<file path="src/rtl/sprite_scheduler.sv">
// sprite_scheduler: per-frame walk of a sprite register table, offering active entries to graphics with animation phase.
module sprite_scheduler #(
  parameter int MAX_SPRITES   = 16,
  parameter int NUM_FRAMES    = 18,
  parameter int CANVAS_WIDTH  = 360,
  parameter int CANVAS_HEIGHT = 720,
  parameter int ANIM_DIV      = 4,
  parameter int MAX_ANIM      = 4
) (
  input  logic                             clk_pixel,
  input  logic                             sys_rst,
  input  logic [5:0]                       frame_count,
  input  logic                             wr_en,
  input  logic [$clog2(MAX_SPRITES)-1:0]   wr_index,
  input  logic                             wr_active,
  input  logic [$clog2(CANVAS_WIDTH)-1:0]  wr_x,
  input  logic [$clog2(CANVAS_HEIGHT)-1:0] wr_y,
  input  logic [$clog2(NUM_FRAMES)-1:0]    wr_frame_base,
  input  logic [2:0]                       wr_anim_len,
  input  logic                             sprite_ready,
  output logic                             sprite_valid,
  output logic [$clog2(CANVAS_WIDTH)-1:0]  sprite_x,
  output logic [$clog2(CANVAS_HEIGHT)-1:0] sprite_y,
  output logic [$clog2(NUM_FRAMES)-1:0]    sprite_frame_number,
  output logic                             scan_busy,
  output logic                             frame_overrun
);
  localparam int IW = $clog2(MAX_SPRITES);
  localparam int XW = $clog2(CANVAS_WIDTH);
  localparam int YW = $clog2(CANVAS_HEIGHT);
  localparam int FW = $clog2(NUM_FRAMES);
  localparam int AW = $clog2(ANIM_DIV + 1);
  localparam logic [1:0] IDLE = 2'd0, FETCH = 2'd1, PRESENT = 2'd2, GAP = 2'd3;
  logic          act [MAX_SPRITES];
  logic [XW-1:0] ex  [MAX_SPRITES];
  logic [YW-1:0] ey  [MAX_SPRITES];
  logic [FW-1:0] eb  [MAX_SPRITES];
  logic [2:0]    el  [MAX_SPRITES];
  logic [2:0]    ph  [MAX_SPRITES];
  logic [5:0]    prev_frame_count;
  logic [AW-1:0] anim_cnt;
  logic [1:0]    state;
  logic [IW-1:0] idx;
  logic          restart;
  logic          tick, advance, restart_d, last;
  logic [2:0]    wr_len;
  logic [FW:0]   fsum;
  logic [FW-1:0] cur_frame;
  always_comb begin
    tick      = frame_count != prev_frame_count;
    advance   = tick && anim_cnt == AW'(ANIM_DIV - 1);
    restart_d = restart || (tick && state != IDLE);
    last      = idx == IW'(MAX_SPRITES - 1);
    wr_len    = wr_anim_len == 3'd0 ? 3'd1 : wr_anim_len > 3'(MAX_ANIM) ? 3'(MAX_ANIM) : wr_anim_len;
    fsum      = {1'b0, eb[idx]} + (FW + 1)'(ph[idx]);
    cur_frame = fsum > (FW + 1)'(NUM_FRAMES - 1) ? FW'(NUM_FRAMES - 1) : fsum[FW-1:0];
  end
  assign sprite_valid = state == PRESENT;
  assign scan_busy    = state != IDLE;
  // A write to an entry always beats a simultaneous phase advance.
  always_ff @(posedge clk_pixel)
    for (int i = 0; i < MAX_SPRITES; i++)
      if (sys_rst) begin
        act[i] <= 1'b0;
        ph[i]  <= 3'd0;
      end else if (wr_en && wr_index == IW'(i)) begin
        act[i] <= wr_active;
        ex[i]  <= wr_x;
        ey[i]  <= wr_y;
        eb[i]  <= wr_frame_base;
        el[i]  <= wr_len;
        ph[i]  <= 3'd0;
      end else if (advance)
        ph[i] <= ph[i] >= el[i] - 3'd1 ? 3'd0 : ph[i] + 3'd1;
  always_ff @(posedge clk_pixel)
    if (sys_rst) begin
      prev_frame_count <= 6'd0;
      anim_cnt         <= '0;
    end else begin
      prev_frame_count <= frame_count;
      if (tick) anim_cnt <= advance ? '0 : anim_cnt + AW'(1);
    end
  // An overrun never withdraws a live offer; it rewinds idx at the next FETCH or GAP.
  always_ff @(posedge clk_pixel)
    if (sys_rst) begin
      state               <= IDLE;
      idx                 <= '0;
      restart             <= 1'b0;
      frame_overrun       <= 1'b0;
      sprite_x            <= '0;
      sprite_y            <= '0;
      sprite_frame_number <= '0;
    end else begin
      frame_overrun <= tick && state != IDLE;
      restart       <= state == PRESENT && restart_d;
      case (state)
        IDLE: if (tick) begin
          idx   <= '0;
          state <= FETCH;
        end
        FETCH:
          if (restart_d) idx <= '0;
          else if (act[idx]) begin
            sprite_x            <= ex[idx];
            sprite_y            <= ey[idx];
            sprite_frame_number <= cur_frame;
            state               <= PRESENT;
          end else if (last) state <= IDLE;
          else idx <= idx + IW'(1);
        PRESENT: if (sprite_ready) state <= GAP;
        default:
          if (restart_d) begin
            idx   <= '0;
            state <= FETCH;
          end else if (last) state <= IDLE;
          else begin
            idx   <= idx + IW'(1);
            state <= FETCH;
          end
      endcase
    end
endmodule

</file>
<file path="config.mk">
export PLATFORM = sky130hd
export DESIGN_NAME = sprite_scheduler
export DESIGN_NICKNAME = d
export VERILOG_FILES = /design/src/rtl/sprite_scheduler.sv
export SDC_FILE = /design/constraint.sdc
export NUM_CORES = 1
export LEC_CHECK = 0
export CAP_MARGIN = 20
export CORE_MARGIN = 3
export CORE_UTILIZATION = 42
export CTS_BUF_LIST = sky130_fd_sc_hd__clkbuf_16
export DETAILED_ROUTE_END_ITERATION = 10
export DONT_BUFFER_PORTS = 1
export PLACE_DENSITY = 0.53
export SKIP_CTS_REPAIR_TIMING = 1
export SLEW_MARGIN = 40
export SYNTH_ARGS = -nofsm -noshare
export SYNTH_HDL_FRONTEND = slang
export SYNTH_SLANG_ARGS = --single-unit
</file>
<file path="constraint.sdc">
create_clock -name clk_pixel -period 4.8 [get_ports clk_pixel]
set_clock_uncertainty 0.2 [all_clocks]
set_input_delay 0.48 -clock clk_pixel [delete_from_list [all_inputs] [get_ports clk_pixel]]
set_output_delay 0.48 -clock clk_pixel [all_outputs]
set_load 0.05 [all_outputs]
</file>
# After elaboration in Yosys (flattened, before gate mapping)
# Memory sizes are Yosys's and may differ from the RTL's. A register that Yosys moved wholly into a read port is not among the register bits.
# Cells that the tools add are included.
# word_totals
ramBits,496
elab_cells,595
inputBits,42
reg_bits,22
n_memories,6
# classes
n_eq_ne,25
addsub,35
muxes,367
reduce_logical,87
magnitude_cmp,18
bitwise,50
# mem_list
name,depth,word_bits,read_ports,rd_clocked_by_memory_dff,wr,line_no,text
ey,16,10,1,1,1,36,logic [YW-1:0] ey [MAX_SPRITES];
ex,16,9,1,1,1,35,logic [XW-1:0] ex [MAX_SPRITES];
eb,16,5,1,1,1,37,logic [FW-1:0] eb [MAX_SPRITES];
el,16,3,16,0,1,38,logic [2:0] el [MAX_SPRITES];
ph,16,3,17,1,16,39,logic [2:0] ph [MAX_SPRITES];
act,16,1,1,1,16,34,logic act [MAX_SPRITES];
# ops
cell,n
4-bit 2-to-1 mux,71
3-bit 2-to-1 mux,66
1-bit 2-to-1 mux,177
10-bit 2-to-1 mux,15
10-bit OR reduction,15
9-bit 2-to-1 mux,15
9-bit OR reduction,15
5-bit 2-to-1 mux,16
5-bit OR reduction,15
3-bit by 1-bit adder with 3-bit output (second input constant),17
3-bit greater-or-equal comparator,16
1-bit OR,48
3-bit by 1-bit subtractor with 3-bit output (second input constant),16
3-bit OR reduction,15
4-bit equality test (second input constant),9
1-bit logical AND,19
4-bit by 3-bit equality test with 1-bit output (second input constant),4
4-bit case mux with 3 select lines,1
2-bit 2-to-1 mux,5
4-bit by 2-bit equality test with 1-bit output (second input constant),2
5-bit by 3-bit adder with 6-bit output,1
6-bit by 5-bit > comparator with 1-bit output (second input constant),1
2-bit != test (second input constant),3
3-bit != test (second input constant),2
16 further kinds,18

# Logic depth before layout (Yosys ltp)
# Gate-level depths: netlist of the first run.
# depth
word_depth,21
mapped_depth,13
ltp_nobuf,10

# Least setup slack after synthesis of the first run
# Ideal clock, no wire load.
# synth_timing
path_kind,register -> register
from,register (tool-made name)
to,register sprite_frame_number[0]
setup_slack_ns,1.077
path_buffers,3
arrival_ns,3.404
required_time_ns,4.481
period_less_slack_ns,3.723
stages_incl_launch_ff,12
cell_sequence,dfxtp_1 buf_2 bufbuf_8 buf_2 mux4_2 mux4_2 ha_1 a21oi_1 nand2_1 or4_1 o311a_1 o221a_1
# synth_rtl
item,line_no,text
end signal: assignment,106,sprite_frame_number <= cur_frame;
end: declaration,24,"output logic [$clog2(NUM_FRAMES)-1:0] sprite_frame_number,"

==> results.yml, run 1 <==
grt:
  antenna_found_initial: 3
  grt.busiest_layer: "met2"
  grt_pass1_vias: 11854
  grt_pass1_wl_mm: 78.9
  grt_overflow: 0
  grt_use_met2: 0.304
  use_met3: 0.0374
  use_met1: 0.270
  track_usage: 0.190
  grt_max_degree: 60
logic_synthesis:
  synth-async-reset-ratio: 0
  synth_flop_cell: "edfxtp_1"
  postSynthCellCount: 1313
  syn-cell-area_mm2: 0.0229
  synth_top_cell_by_area: "edfxtp_1"
  synth.area.top_cells: "edfxtp_1, mux4_2, ha_1"
  synth_top_area_share: 0.650
  synth_nets: 1441
  synth_edf_count: 496
  synth_area_per_cell_um2: 17.4
  ys_types: 56
  ys_seq_area_frac: 0.690
  ys_ff_latch: 541
  yosys_warnings: 0
clocking:
  htree_levels: 2
  cts_sinks: 541
  clkTransAtPathRegs_ps: 60
  cts_buffers: 57
  cts_tree: "built"
  cts-root-buf: "clkbuf_16"
  clk_latency_ps: 610
  clock_path_buffers: 3
power_and_ir_drop:
  ir_drop_v: 0.000292
  p_leak_nw: 8.87
  power.density_mw_per_mm2: 373
sta:
  period_needed_ps: 3800
  drv_slew: 0
  max_freq_mhz: 263
  fin_crit_sh: 0.792
  fin_hold_ws_ps: -3.45
  setup_tns_ps: 0
  tightestPinTransition_ps: 994
  hold_viol: 1
  relSlewSlack: 0.335
  rsz0062_at_grt: "no"
  finalSetupViolCount: 0
cells_and_area:
  utilization: 0.490
  final_area_mm2: 0.0261
  final_cell_mix: "edfxtp_1, mux4_2, inv_1"
  drive_above_1_share: 0.193
  nets: 1518
  n_fill_cell: 4443
  synthToLayoutAreaGrowth_pct: 14.1
  final_common_cell: "edfxtp_1"
routing:
  drt-total-wl_mm: 53.7
  ant_nets: 0
  num_vias: 11632
  post-route-drc-count: 0
  drt_pre_antenna_iters: 5
  drt-initial-drc-count: 961
  wl_per_cell_um: 25.3
  viasPerCell: 5.47
floorplanning:
  io_pins: 69
  die_height_um: 240
  die_w_um: 240
  start_util: 0.430
  core_mm2: 0.0533
  dieArea_mm2: 0.0574
  rows: 84
place:
  portBuffers: 0
  place.gp.congestion: 0.768
  placed_area_mm2: 0.0240
  dp_hpwl_mm: 33.4
status:
  status: "complete, but fails checks"
  violations: "negative hold slack"
worst_setup_path:
  start_kind: "register"
  cp_data_required_time_ps: 5100
  critPathMaxFanout: 27
  cp-end-kind: "register"
  crit_type: "reg -> reg"
  cp.arrival_ps: 4100
  reg2regPathDepth: 8
hold_path:
  whs_path_depth: 2
  min_path_type: "in -> reg"
flow_run:
  drv_cap: 0
[where the power goes]
group          switching (mW)  total, mW  internal (mW)
registers              0.0598       5.30           5.24
clock network            1.79       4.09           2.31
logic                   0.225      0.364          0.139
[flip-flops by register name (all words and copies together) (netlist names), named ones only]
| name | flops |
|---|---|
| ey | 160 |
| ex | 144 |
| eb | 80 |
| el | 48 |
| ph | 48 |
| act | 16 |
| sprite_y | 10 |
| sprite_x | 9 |
| prev_frame_count | 6 |
| sprite_frame_number | 5 |
| idx | 4 |
| anim_cnt | 3 |
| state | 2 |
| frame_overrun | 1 |
| restart | 1 |
[cell usage after synthesis, types with 4 or more instances]
cell type / instances
inv_1: 91
nor2_1: 115
a21o_1: 19
nor2b_1: 17
nand2_1: 36
ha_1: 85
a21oi_1: 41
clkbuf_1: 26
a31oi_1: 5
buf_1: 7
mux2i_1: 37
mux4_2: 128
xnor2_1: 34
o21ai_0: 4
dfxtp_1: 45
xor2_1: 6
nand3_1: 28
edfxtp_1: 496
buf_2: 12
nand2b_1: 25
[through the flow]
stage               setup slack [ps]  power (mW)  std cells
global route                     851        10.1       2124
floorplan                       1080        5.58       1313
CTS                              805        9.80       2088
finish                          1000        9.75       2125
global placement                 881        5.67       1974
detailed placement               827        5.68       1984
[layout make-up]
class | instances | area [um2] | share of cell area
Clock buffer | 57 | 1430 | 0.0546
Tap cell | 688 | 861 | 0.0329
Multi-Input combinational cell | 626 | 6590 | 0.252
Clock inverter | 47 | 293 | 0.0112
Timing Repair Buffer | 73 | 796 | 0.0305
Sequential cell | 541 | 15800 | 0.605
Antenna cell | 2 | 5.00 | 0.000192
Inverter | 91 | 342 | 0.0131
[layer usage]
layer,part of all wire,routed length (um)
met5,0,0
met4,0.018,975
met3,0.060,3230
met2,0.47,25400
met1,0.45,24100
[path summary, 6_finish.rpt]
path | from | endpoint | slack (ps)
worst min-delay path | sys_rst | act[3] | -3
worst max-delay path | register | sprite_frame_number[0] | 1000
worst max register to register | register | sprite_frame_number[0] | 1000
worst min register to register | anim_cnt[2] | anim_cnt[2] | 230
[kinds of logic (layout without fill, tap and decap cells)]
family | count (synthesis) | count (layout) | share of synthesized area
and+or+nand+nor | 242 | 242 | 0.0489
AOI/OAI and AO/OA | 92 | 92 | 0.0271
adders and majority gates | 86 | 86 | 0.0473
DFF | 541 | 541 | 0.690
buffers and inverters | 146 | 268 | 0.0286
other | 0 | 2 | 0
xor gates and xnor gates | 40 | 40 | 0.0153
muxes | 166 | 166 | 0.143
[worst max-delay path: stages (launching register included)]
cell and delay, ps:
dfxtp_2 790, mux4_2 590, mux4_2 520, ha_1 380, a21oi_1 150, nand2_1 150, or4_1 530, o311a_1 150
o221a_1 220
Note: power is estimated with default switching activity, not from simulation.
==> inputs of run 2 (changes only) <==
Clock period 4.8 ns to 3.5 ns, I/O delays scaled along.
==> run 2 against run 1 <==
  * The flow now finishes without violations
  * Largest cell class unchanged
  * Maximum frequency rose by 13%
  * Design area rose by 0.97%
  * Core utilization rose by 0.48 points
  * Clock power rose by 49%
  * Highest routed layer is now met5
==> results.yml, run 2 (synthesis results as in run 1) <==
status:
  status: "finished clean"
clocking:
  htree_levels: 2
  clock_path_buffers: 3
  cts_tree: "built"
  cts-root-buf: "clkbuf_16"
  clk_latency_ps: 640
  clkTransAtPathRegs_ps: 60
  cts_sinks: 541
  cts_buffers: 57
routing:
  ant_nets: 0
  viasPerCell: 5.42
  drt-total-wl_mm: 52.1
  post-route-drc-count: 0
  wl_per_cell_um: 24.4
  drt_pre_antenna_iters: 5
  num_vias: 11598
  drt-initial-drc-count: 824
worst_setup_path:
  cpMostUsedCell: "mux4_2"
  slowest_stage: "mux4_2"
  slowest_delay_ps: 580
  crit_chain: "buf_12 > mux4_2 > mux4_2 > ha_1 > nand3_1 > nand2_1 > or4_1 > o311a_1 > o221a_1"
  crit_type: "reg -> reg"
  ff2ff_setup_slack_ps: 150
  cp.arrival_ps: 3660
  cp_data_required_time_ps: 3810
  start_kind: "register"
  cp-end-kind: "register"
  regToRegEndpoint: "sprite_frame_number[0]"
  reg2regPathDepth: 9
  critPathMaxFanout: 29
sta:
  relSlewSlack: 0.485
  finalSetupViolCount: 0
  fin_hold_ws_ps: 21.1
  period_needed_ps: 3350
  rsz0062_at_grt: "no"
  drv_slew: 0
  hold_viol: 0
  tightestPinTransition_ps: 772
  setup_tns_ps: 0
  fin_crit_sh: 0.958
  max_freq_mhz: 298
floorplanning:
  io_pins: 69
  die_height_um: 240
  rows: 84
  core_mm2: 0.0533
  dieArea_mm2: 0.0574
  die_w_um: 240
  start_util: 0.430
power_and_ir_drop:
  ir_drop_v: 0.000386
  p_leak_nw: 8.96
  power.density_mw_per_mm2: 525
grt:
  grt_max_degree: 75
  grt_overflow: 0
  grt_pass1_vias: 11867
  antenna_found_initial: 2
  grt_pass1_wl_mm: 77.1
  track_usage: 0.184
place:
  portBuffers: 0
  place.gp.congestion: 0.821
  place_inst: 1988
  dp_hpwl_mm: 31.4
cells_and_area:
  top_register: "ey"
  n_fill_cell: 4432
  final_cell_mix: "edfxtp_1, mux4_2, inv_1"
  utilization: 0.495
  seqCellArea_mm2: 0.0158
  multi_input_area_mm2: 0.00660
  nets: 1527
  reg.largest.list: "ey (160), ex (144), eb (80)"
  largest_reg_flops: 160
  final_common_cell: "edfxtp_1"
  stdcell_count: 2138
  synthToLayoutAreaGrowth_pct: 15.2
  drive_above_1_share: 0.198
hold_path:
  min_path_type: "in -> reg"
  hold-path-endpoint: "el[0][9]"
  min-delay-start: "wr_anim_len[0]"
  whs_path_depth: 3
flow_run:
  drv_cap: 0
run 2: metal layers:
metal	wire, um	up-vias	global-route usage	part of all wire
met2	25300	234	0.306	0.49
li1	-	5258	-	-
met5	11	-	0	0.00021
met1	23100	6031	0.254	0.44
met3	2430	73	0.0287	0.047
met4	1210	2	0.0522	0.023
run 2: cell type report:
cell class / instances / share of cell area
diodes: 2 / 0.000190
clock buffers: 57 / 0.0541
clock inverters: 51 / 0.0183
inverters: 91 / 0.0129
multi-input cells: 626 / 0.250
flip-flops and latches: 541 / 0.599
well taps: 688 / 0.0326
repair buffers: 82 / 0.0324
run 2: report_power, final:
group          leakage, nW  switching (mW)  internal (mW)
registers             4.89          0.0719           7.18
logic                 3.10           0.318          0.197
clock network        0.976            2.52           3.57
total                 8.96            2.91           10.9
run 2: per-stage QoR:
step / total power [mW] / setup WS [ps] / area (um2)
finish: 13.9 / 147 / 26400
global route: 14.4 / 8.09 / 26400
CTS: 13.9 / 141 / 25900
floorplan: 7.66 / 28.7 / 22900
global placement: 7.78 / 148 / 24000
detailed placement: 7.79 / 112 / 24000
run 2: critical path: cells and delay by family, from the launching register on:
family / cells / cell delay [ps]
AO/OA/AOI/OAI: 2 / 380
adder cells (fa/ha/maj): 1 / 330
buffers and inverters: 1 / 220
flip-flops: 1 / 350
multiplexers: 2 / 1110
AND/OR/NAND/NOR: 3 / 660
run 2: how the worst max path moves through the flow:
stage / slack [ps] / depth (start not counted) / endpoint
after floorplan: 30 / 11 / sprite_frame_number[0]
after CTS: 140 / 9 / sprite_frame_number[0]
after detailed placement: 110 / 9 / sprite_frame_number[0]
after global placement: 150 / 9 / sprite_frame_number[0]
final: 150 / 9 / sprite_frame_number[0]
after global routing: 8 / 11 / sprite_frame_number[0]
==> RTL change: new RTL, config.mk and constraints of run 2 <==
Put one more register stage on the output `frame_overrun`, with the module's reset. The value now appears one clock later. The other outputs are not delayed to match.
--- a/src/rtl/sprite_scheduler.sv
+++ b/src/rtl/sprite_scheduler.sv
@@ -32,4 +32,6 @@
   localparam int AW = $clog2(ANIM_DIV + 1);
   localparam logic [1:0] IDLE = 2'd0, FETCH = 2'd1, PRESENT = 2'd2, GAP = 2'd3;
+
+  logic frame_overrun_s0;
   logic          act [MAX_SPRITES];
   logic [XW-1:0] ex  [MAX_SPRITES];
@@ -87,10 +89,10 @@
       idx                 <= '0;
       restart             <= 1'b0;
-      frame_overrun       <= 1'b0;
+      frame_overrun_s0    <= 1'b0;
       sprite_x            <= '0;
       sprite_y            <= '0;
       sprite_frame_number <= '0;
     end else begin
-      frame_overrun <= tick && state != IDLE;
+      frame_overrun_s0 <= tick && state != IDLE;
       restart       <= state == PRESENT && restart_d;
       case (state)
@@ -120,4 +122,12 @@
       endcase
     end
+  always_ff @(posedge clk_pixel) begin
+    if (sys_rst) begin
+      frame_overrun <= '0;
+    end else begin
+      frame_overrun <= frame_overrun_s0;
+    end
+  end
+
 endmodule
 
Formal check against the unedited RTL: not equivalent (a bounded check fails within 4 cycles, from zero or initial values and one cycle with sys_rst high).
==> RTL change against run 2 <==
Count of clock-buffer cells in the layout is the same. Area after synthesis shrank 0.77%. Worst setup slack gained 36 ps. Fmax grew 1.1%. Sequential cell count grew 1. Power shrank 0.18%. Cell area shrank 0.20%. Routed wire length grew 0.23%. Sequential share of layout area grew 0.21 points. Sequential power is essentially flat. Critical path type unchanged.
==> RTL change: results (changes against run 2) <==
* Status: completed
* Gr usage total at 0.184 (about the same)
* Gpl congestion at 0.758 (-7.6%)
* Pin count of the biggest net entering global routing at 63 (-16%)
* Lkg Pwr at 9.14 nW (+2.0%)
* Clock Latency Late Sink at 620 ps (-20 ps)
* DR iter-0 viols at 809 (-1.8%)
* Post-DP HPWL at 30.5 mm (-3.1%)
* Gate Count Post-Synth at 1278 (-2.7%)
* Syn nets at 1406 (-2.4%)
* Share of layout cells above drive strength 1 at 0.204 (+0.00532)
* CP max stage delay at 540 ps (-40 ps)
* Fmax at 302 MHz (+1.1%)
* Peak VDD IR at 0.000404 V (+4.6%)
* CP max FO at 6 (-79%)
* P_seq at 7.27 mW (about the same)
* Post-Place Setup Slack at -66.8 ps (-179 ps)
* Via count at 11386 (-1.8%)
* Switching Share at 0.208 (-0.00160)
* Register area share after synthesis at 0.696 (+0.00623)
* Post-Layout Cell Count at 2113 (-1.2%)
* Synth cell types at 48 (-14%)
* Commonest cells post-synth: edfxtp_1 (496), mux4_2 (132), nor2_1 (113)
* Post-Place Cells at 1958 (-1.5%)
* Nets at 1500 (-1.8%)
* First-pass GRT wire length at 76.5 mm (-0.81%)
* Fill count at 4364 (-1.5%)
==> RTL change: changes by cell type in the layout (fill, tap and decap cells not counted), sizes merged, moves of 4 or more <==
cell	before	now
clkinv	28	24
nand3	28	23
a2bb2oi	4	0
xor2	6	2
a32oi	4	0
nand2b	25	20
nand2	36	28
nand3b	1	5
xnor2	34	38
mux4	129	135
buf	44	50
==> RTL change: path summary, 6_finish.rpt <==
check	slack, ps	startpoint	cells after the start	endpoint
setup / recovery	180	flop	11	sprite_frame_number[4]
hold / removal	40	wr_active	3	act[1]
setup reg to reg	180	flop	11	sprite_frame_number[4]
hold reg to reg	250	frame_overrun_s0	1	frame_overrun
==> RTL change: final cells by class <==
type                            count  share of cell area
Sequential cell                   542               0.601
Clock inverter                     50              0.0174
Timing Repair Buffer               88              0.0352
Multi-Input combinational cell    594               0.246
Antenna cell                        5            0.000475
Clock buffer                       57              0.0542
Inverter                           89              0.0127
Tap cell                          688              0.0327
==> RTL change: through the flow <==
step / total power, mW / hold slack, ps
after floorplan: 7.68 / 214
after global placement: 7.81 / 219
after detailed placement: 7.82 / 230
after CTS: 13.9 / -441
after global routing: 14.3 / 13.7
final: 13.8 / 35.8
==> RTL change: logic make-up after synthesis <==
family          count (synthesis)  share of synthesized area
compound gates                 76                     0.0205
xor+xnor                       40                     0.0154
fa+ha+maj                      86                     0.0477
buf+inv                       142                     0.0254
flops                         542                      0.696
mux                           170                      0.150
simple gates                  222                     0.0455
==> RTL change: metal layers <==
metal / part of all wire / wire length, um / track usage
met2: 0.47 / 24300 / 0.290
met4: 0.020 / 1030 / 0.0401
met1: 0.46 / 24200 / 0.265
met5: 0.00025 / 13 / 0
met3: 0.051 / 2660 / 0.0422
